**config.mk**
```make
export PLATFORM = sky130hd
export DESIGN_NAME = bin2bcd_flat
export DESIGN_NICKNAME = d
export VERILOG_FILES = /design/src/rtl/bin2bcd_if.sv /design/src/rtl/bin2bcd.sv /design/src/flat_wrapper.sv
export SDC_FILE = /design/constraint.sdc
export NUM_CORES = 1
export LEC_CHECK = 0
export BUFFER_PORTS_ARGS = -buffer_cell sky130_fd_sc_hd__buf_2
export CAP_MARGIN = 15
export CORE_ASPECT_RATIO = 0.5
export CORE_UTILIZATION = 35
export CTS_BUF_LIST = sky130_fd_sc_hd__clkbuf_8
export CTS_CLUSTER_DIAMETER = 60
export DETAILED_ROUTE_END_ITERATION = 16
export PLACE_DENSITY_LB_ADDON = 0.2
export SETUP_SLACK_MARGIN = 0.02
export SYNTH_ARGS = -nofsm -noshare
export SYNTH_HDL_FRONTEND = slang
export SYNTH_SLANG_ARGS = --single-unit
```
**constraint.sdc**
```tcl
create_clock -name clk -period 1.35 [get_ports clk]
set_input_delay 0.0675 -clock clk [delete_from_list [all_inputs] [get_ports clk]]
set_output_delay 0.0675 -clock clk [all_outputs]
set_load 0.02 [all_outputs]
```
**src/rtl/bin2bcd_if.sv**
```systemverilog
// Handshake and result bundle between the calculator datapath and the
// BCD converter feeding the seven-segment decoders.
interface bin2bcd_if #(
    parameter int WIDTH  = 16,
    parameter int DIGITS = 5
);
    logic                  start;
    logic [WIDTH-1:0]      bin;
    logic                  signed_mode;
    logic [4*DIGITS-1:0]   bcd;
    logic                  neg;
    logic                  overflow;
    logic                  busy;
    logic                  done;

    modport master (
        output start, bin, signed_mode,
        input  bcd, neg, overflow, busy, done
    );

    modport slave (
        input  start, bin, signed_mode,
        output bcd, neg, overflow, busy, done
    );
endinterface

```
**src/rtl/bin2bcd.sv**
```systemverilog
// Sequential binary-to-BCD converter (shift-and-add-3, one bit per clock).
// Outputs hold the last completed result; they only change on the done edge.
module bin2bcd #(
    parameter int WIDTH  = 16,
    parameter int DIGITS = 5
) (
    input  logic     clk,
    input  logic     rst_n,
    bin2bcd_if.slave bus
);
    localparam int BW = 4 * DIGITS;
    localparam int CW = $clog2(WIDTH + 1);

    typedef enum logic {IDLE, SHIFT} state_t;

    state_t            state, state_nxt;
    logic [WIDTH-1:0]  sreg, mag;
    logic [BW-1:0]     work, adj, work_nxt;
    logic [CW-1:0]     cnt;
    logic              neg_cap, ovf_sticky, ovf_nxt, accept, last;
    logic [BW-1:0]     bcd_q;
    logic              neg_q, ovf_q, done_q;

    // Two's-complement negate stays WIDTH bits wide, so the most negative
    // value lands on 2^(WIDTH-1) as an unsigned magnitude.
    assign mag    = (bus.signed_mode && bus.bin[WIDTH-1]) ? (~bus.bin + WIDTH'(1)) : bus.bin;
    assign accept = (state == IDLE) && bus.start;
    assign last   = (state == SHIFT) && (cnt == CW'(1));

    always_comb begin
        adj = work;
        for (int k = 0; k < DIGITS; k++) begin
            if (work[4*k +: 4] >= 4'd5)
                adj[4*k +: 4] = work[4*k +: 4] + 4'd3;
        end
    end

    // The bit pushed out of the top digit means the magnitude needs more digits.
    assign work_nxt = {adj[BW-2:0], sreg[WIDTH-1]};
    assign ovf_nxt  = ovf_sticky | adj[BW-1];

    always_ff @(posedge clk or negedge rst_n) begin
        if (!rst_n) state <= IDLE;
        else        state <= state_nxt;
    end

    always_comb begin
        state_nxt = state;
        case (state)
            IDLE:    if (bus.start) state_nxt = SHIFT;
            SHIFT:   if (cnt == CW'(1)) state_nxt = IDLE;
            default: state_nxt = IDLE;
        endcase
    end

    always_ff @(posedge clk or negedge rst_n) begin
        if (!rst_n) begin
            sreg       <= '0;
            work       <= '0;
            cnt        <= '0;
            neg_cap    <= 1'b0;
            ovf_sticky <= 1'b0;
            bcd_q      <= '0;
            neg_q      <= 1'b0;
            ovf_q      <= 1'b0;
            done_q     <= 1'b0;
        end else begin
            done_q <= last;
            if (accept) begin
                sreg       <= mag;
                neg_cap    <= bus.signed_mode & bus.bin[WIDTH-1];
                work       <= '0;
                ovf_sticky <= 1'b0;
                cnt        <= CW'(WIDTH);
            end else if (state == SHIFT) begin
                sreg       <= {sreg[WIDTH-2:0], 1'b0};
                work       <= work_nxt;
                ovf_sticky <= ovf_nxt;
                cnt        <= cnt - CW'(1);
            end
            if (last) begin
                bcd_q <= work_nxt;
                neg_q <= neg_cap;
                ovf_q <= ovf_nxt;
            end
        end
    end

    assign bus.bcd      = bcd_q;
    assign bus.neg      = neg_q;
    assign bus.overflow = ovf_q;
    assign bus.done     = done_q;
    assign bus.busy     = (state == SHIFT);
endmodule

```
**src/flat_wrapper.sv**
```systemverilog
// flat-port wrapper written by rule: the top's interface ports become plain ports
module bin2bcd_flat 
#(
    parameter int WIDTH  = 16,
    parameter int DIGITS = 5
)
  (clk, rst_n, bus_start, bus_bin, bus_signed_mode, bus_bcd, bus_neg, bus_overflow, bus_busy, bus_done);
  bin2bcd_if #(.WIDTH(WIDTH), .DIGITS(DIGITS)) bus_i ();
  input  logic clk;
  input  logic rst_n;
  input wire logic [$bits(bus_i.start)-1:0] bus_start;
  input wire logic [$bits(bus_i.bin)-1:0] bus_bin;
  input wire logic [$bits(bus_i.signed_mode)-1:0] bus_signed_mode;
  output wire logic [$bits(bus_i.bcd)-1:0] bus_bcd;
  output wire logic [$bits(bus_i.neg)-1:0] bus_neg;
  output wire logic [$bits(bus_i.overflow)-1:0] bus_overflow;
  output wire logic [$bits(bus_i.busy)-1:0] bus_busy;
  output wire logic [$bits(bus_i.done)-1:0] bus_done;
  assign bus_i.start = bus_start;
  assign bus_i.bin = bus_bin;
  assign bus_i.signed_mode = bus_signed_mode;
  assign bus_bcd = bus_i.bcd;
  assign bus_neg = bus_i.neg;
  assign bus_overflow = bus_i.overflow;
  assign bus_busy = bus_i.busy;
  assign bus_done = bus_i.done;
  bin2bcd #(.WIDTH(WIDTH), .DIGITS(DIGITS)) u_core (.clk(clk), .rst_n(rst_n), .bus(bus_i));
endmodule
```
Yosys cells after proc, flatten, opt, wreduce, memory -nomap -nowiden
Index checks and enable logic that the tools add are counted.

word-level totals
  flip-flop bits (word level) = 67
  input port bits = 20
  output and inout port bits = 24
  logic and storage cells = 48

cells by class
  add/sub/neg operators = 7
  magnitude comparators = 5
  eq/ne operators = 1
  muxes and demuxes = 17
  bitwise operators = 4
  reduce and logical (&&, ||, !) cells = 4

operators with widths
  cell                   number
  $mux 16                3
  $mux 20                2
  $add 4x2->4 const B    5
  $ge 4x3->1 const B     5
  $mux 4                 5
  $add 16x1->16 const B  1
  $not 16->16            1
  $mux 5                 2
  $eq 5x1->1 const B     1
  $sub 5x1->5 const B    1
  $mux 1                 4
  $logic_and 1x1->1      3
  $pmux 1 s2             1
  $reduce_bool 2->1      1
  $and 1x1->1            1
  $not 1->1              1
  $or 1x1->1             1

Longest topological paths before layout
  depth in word-level cells = 5
  gate-level depth with buffers = 7
  mapped depth without buffers = 7

Worst setup path after synthesis
OpenSTA, ideal clock, no wires.

  kind = register to register
  from = register u_core.state, in the netlist u_core.bus.busy
  to = register u_core.bcd_q[11], in the netlist u_core.bus.bcd[11]
  library setup time = 0.125 ns
  arrival time = 1.476 ns
  required time = 1.225 ns
  slack = -0.251 ns
  stages on the path, launching flop included = 6
  buffers on the path = 2
  period minus slack after synthesis = 1.601 ns
  cell sequence = dfrtp_1 clkbuf_1 nand4b_1 clkinv_1 buf_2 mux2_2

on the way
  longest elaborated chain between the ends = 1

RTL lines
  item                      RTL line       text
  start: declaration        bin2bcd.sv:16  state_t state, state_nxt;
  start signal: assignment  bin2bcd.sv:44  else state <= state_nxt;
  $logic_and 1x1->1         bin2bcd.sv:28  assign last = (state == SHIFT) && (cnt == CW'(1));
  net u_core.last           bin2bcd.sv:20  logic neg_cap, ovf_sticky, ovf_nxt, accept, last;
  end signal: assignment    bin2bcd.sv:82  bcd_q <= work_nxt;
  end: declaration          bin2bcd.sv:21  logic [BW-1:0] bcd_q;

The timed path passes the listed nets, and every way through them passes these cells.
A chain may end at the register's enable or synchronous reset.

Worst setup path in the final report
  from = register u_core.work[13]
  to = register u_core.bcd_q[14], in the netlist u_core.bus.bcd[14]

on the way
  longest elaborated chain between the ends = 2
  elaborated cells on any way between the ends = 3
  those cells by class = add/sub (1); order compare (1); mux (1)

RTL lines
  item                                       RTL line                      text
  start: declaration                         bin2bcd.sv:18                 logic [BW-1:0] work, adj, work_nxt;
  start signal: assignment                   bin2bcd.sv:77                 work <= work_nxt;
  $add 4x2->4 or $ge 4x3->1 (tied branches)  bin2bcd.sv:34, bin2bcd.sv:33
  $mux 4 *                                   bin2bcd.sv:33                 if (work[4*k +: 4] >= 4'd5)

Mark *: on every way between the ends. The rest lies on a longest branch, timed or not.

==> impl_summary.log <==
[metrics] Critical Path, Cell by Cell: inv_2 -> ha_2 -> nand2b_4 -> a21oi_4 -> mux2i_2 -> mux2_4
[metrics] input/output buffers: 43
[metrics] highest fanout seen on the critical path: 3
[metrics] sequential share of the synthesized area: 49.4%
[metrics] setup ws final: -0.107 ns
[metrics] max-cap violations: 0
[metrics] Final setup viols: 17
[metrics] die area: 0.0101 sq mm
[metrics] WP data required: 1.65 ns
[metrics] pin count of the biggest net entering global routing: 28
[metrics] Antenna Violating Nets Remaining: 0
[metrics] area growth from synthesis to layout: 44.0%
[metrics] period utilization: 108%
[metrics] HPWL after detailed placement: 5.62 mm
[metrics] count of yosys warnings during synthesis: 0
[metrics] category of the worst setup path launch point: flip-flop
[metrics] fraction of synthesis flops using an asynchronous set or reset pin: 100%
[metrics] Core Box Area: 0.00904 sq mm
[metrics] number of distinct library cell variants in the gate-level netlist after synthesis: 39
[metrics] number of synthesized register bits: 67
[metrics] vias in the first global route: 2,863
[metrics] floorplan row count: 24
[metrics] CTS tree: built
[metrics] EDFF count, synth: 0
[metrics] Clock Pin Slew Worst Setup and Hold Paths: 0.07 ns
[metrics] net count after synthesis: 375
[metrics] Final Hold Fails: 0
[metrics] insertion delay of the later-clocked pin in the worst-skew pair: 0.36 ns
[metrics] cell at the slowest stage of the critical path: dfrtp_1
[metrics] outcome: complete, but fails checks
[metrics] area of the mapped netlist: 0.00339 sq mm
[metrics] number of diodes: 0
[metrics] CTS max path bufs: 2
[metrics] global-route wire length before repair: 13.9 mm
[metrics] cell type contributing the most total cell area after synthesis: dfrtp_1
[metrics] Clk network pwr share: 14.3%
[metrics] worst IR drop on VDD: 0.749 mV
[metrics] overall fraction of global-route tracks in use: 18.1%
[metrics] vias per cell: 4.96
[metrics] Power Dens Cells: 2340 mW/mm^2
[metrics] endpoint arrival time on the critical path: 1.76 ns
[metrics] via count: 2,878
[metrics] global placement routability congestion: 0.775
[metrics] proportion of layout cells with a drive suffix above 1: 44.0%
[metrics] net load switching power: 4480 uW
[metrics] Fmax: 686 MHz
[metrics] Post-Route WL: 8.93 mm
[metrics] critical path's largest stage delay: 0.37 ns
[metrics] Initial DRC Count: 111
[metrics] slew margin rel.: 68.1%
[metrics] per-cell routed wire length: 15.4 um
[metrics] net count of the finished layout: 479
[metrics] Seq pwr share: 31.8%
[metrics] CTS Root Buffer Type: clkbuf_8
[metrics] class of the most critical setup path: reg -> reg
[metrics] initial standard-cell utilization of the core: 37.5%
[metrics] fraction of synthesized cell area taken by the top area cell type: 49.4%
[metrics] setup repair after global routing missed its margin: yes
[metrics] post-synthesis instance total: 342
[metrics] kind of end point of the critical path: flip-flop
[metrics] number of design rule violations left after detail routing: 0
[metrics] Internal Pwr Total: 6940 uW
[metrics] proportion of total power due to net switching: 39.2%
[metrics] Horiz. Die Dim: 141 um
[metrics] sum of overflow across all layers after global routing: 0
[metrics] number of max-slew violations in the final report: 0
[metrics] number of optimization iterations in the first detailed-route pass: 4
[metrics] failing checks: setup timing
[metrics] Mapped Avg Cell Area: 9.92 sq um
[metrics] initial antenna violation count: 0
[metrics] number of H-tree levels: 3
[metrics] clk_skew: 0.00945 ns
[metrics] share of total power in combinational logic: 53.9%
[metrics] io pins: 44
[metrics] top_reg_cell synth: dfrtp_1
[metrics] leakage power total: 0.00226 uW
[metrics] worst min-delay path category: in -> reg
[metrics] pre-CTS worst setup slack: -0.255 ns
[metrics] final critical path time including I/O delays and setup: 1.46 ns
[metrics] measured slew at the worst slew-check pin: 0.479 ns
[metrics] CTS sink cnt: 67
[metrics] post-route total power: 11,400 uW
[metrics] number of buffers added by the clock tree synthesis step: 9
[metrics] top cells by area, synth: dfrtp_1 49%, o21ai_0 6.2%, nand2_1 5.4%
[metrics] height of the chip: 71.6 um
[per-stage QoR]
step | utilization (%) | instances | instance area [sq um] | setup TNS (ns) | hold WS (ns)
4_1_cts | 50.7 | 567 | 4580 | -0.757 | 0.0136
5_1_grt | 54.1 | 580 | 4890 | -2.78 | 0.0305
3_5_place_dp | 46.0 | 544 | 4160 | -3.52 | 0.0558
3_3_place_gp | 46.0 | 544 | 4160 | -2.45 | 0.0471
6_report | 54.1 | 580 | 4890 | -1.36 | 0.0289
2_1_floorplan | - | 342 | 3500 | -0.252 | -0.228
[critical path, delay by kind of cell (launching register included)]
family | cells | cell delay (ns)
AOI/OAI and AO/OA | 1 | 0.19
adders and majority gates | 1 | 0.18
buffers and inverters | 1 | 0.07
DFF | 1 | 0.37
muxes | 2 | 0.45
and+or+nand+nor | 1 | 0.15
[power groups by stage]
stage | Clock [uW] | Combinational [uW] | Sequential, uW
6_report | 1640 | 6150 | 3630
4_1_cts | 1670 | 5320 | 3560
3_5_place_dp | 0 | 4670 | 3530
3_3_place_gp | 0 | 4500 | 3490
5_1_grt | 1770 | 6680 | 3750
2_1_floorplan | 0 | 2720 | 3850
[sequential cells by signal, indices dropped and copies added (netlist names)]
name / count
u_core.bus.done: 1
u_core.work: 20
u_core.bus.overflow: 1
u_core.cnt: 5
u_core.bus.neg: 1
u_core.bus.bcd: 20
u_core.bus.busy: 1
u_core.ovf_sticky: 1
u_core.sreg: 16
u_core.neg_cap: 1
[path summary, 6_finish.rpt]
| kind | cells after the start | start | endpoint | slack [ns] |
|---|---|---|---|---|
| min in group asynchronous | 2 | rst_n | u_core.sreg[7] | 0.20 |
| worst max register to register | 6 | u_core.work[13] | u_core.bus.bcd[14] | -0.11 |
| worst max-delay path | 6 | u_core.work[13] | u_core.bus.bcd[14] | -0.11 |
| worst min-delay path | 3 | bus_bin[12] | u_core.sreg[12] | 0.03 |
| worst min register to register | 2 | u_core.bus.neg | u_core.bus.neg | 0.47 |
| max in group asynchronous | 3 | rst_n | u_core.work[0] | 0.62 |
[cell usage after synthesis (all sizes together), types with 2 or more instances]
cell    number
and2         3
or2          2
nor2        13
a211oi       2
a22o         9
a21oi       20
nand2b       6
xor2         5
nor3         3
nor3b        6
a21o         2
o21ai       43
a31oi        2
mux2        11
nand4b       2
inv         17
clkbuf      12
o31ai        6
dfrtp       67
mux2i       10
a22oi        8
xnor2       15
nand2       49
nand3        2
buf          3
nor4         2
ha          13
[per-layer routing]
layer,global-route usage (%),up-vias,share of wire [%]
li1,-,1403,-
met1,22.6,1414,47
met2,30.3,48,48
met3,5.48,13,3.7
met4,6.16,0,1.5
met5,0,-,0
[cell families after synthesis]
group / Yosys count / share of synthesized area (%)
AND/OR/NAND/NOR: 91 / 13.0
AO/OA/AOI/OAI: 97 / 17.3
buffers and inverters: 33 / 3.73
XOR/XNOR: 20 / 5.16
multiplexers: 21 / 6.60
adder cells (fa/ha/maj): 13 / 4.80
flip-flops: 67 / 49.4
[cells in the final DEF (no fill, tap or decap), types with 3 or more instances in the layout]
cell type,instances
dfrtp_1,63
buf_4,53
buf_2,43
nand2_1,42
o21ai_0,28
a21oi_1,15
o21ai_1,13
nor2_1,11
inv_2,10
xnor2_1,10
ha_4,10
clkbuf_8,10
inv_1,9
a22o_1,9
mux2_4,9
a22oi_1,8
nand2_2,7
o31ai_1,6
nand2b_4,5
a21oi_4,5
mux2i_2,5
xnor2_2,5
xor2_1,5
mux2i_1,5
buf_12,4
dfrtp_2,4
nor3b_2,3
and2_1,3
nor3b_1,3
buf_6,3
[cell type report]
cell class	count	area, sq um
Fill cell	794	4150
Inverter	18	80.1
Tap cell	130	163
Clock inverter	5	47.5
Multi-Input combinational cell	242	1960
Clock buffer	10	138
Sequential cell	67	1680
Timing Repair inverter	1	16.3
Timing Repair Buffer	107	802
[what timing repair did]
action / in CTS / in global routing
hold endpoints to repair: 17 / 0
pin swaps: 10 / 16
setup buffers: 6 / 11
cloned: 1 / 3
hold buffers: 1 / 0
gates resized for setup: 43 / 51
endpoints found under the setup margin: 26 / 56
Note: power is estimated with default switching activity, not from simulation.
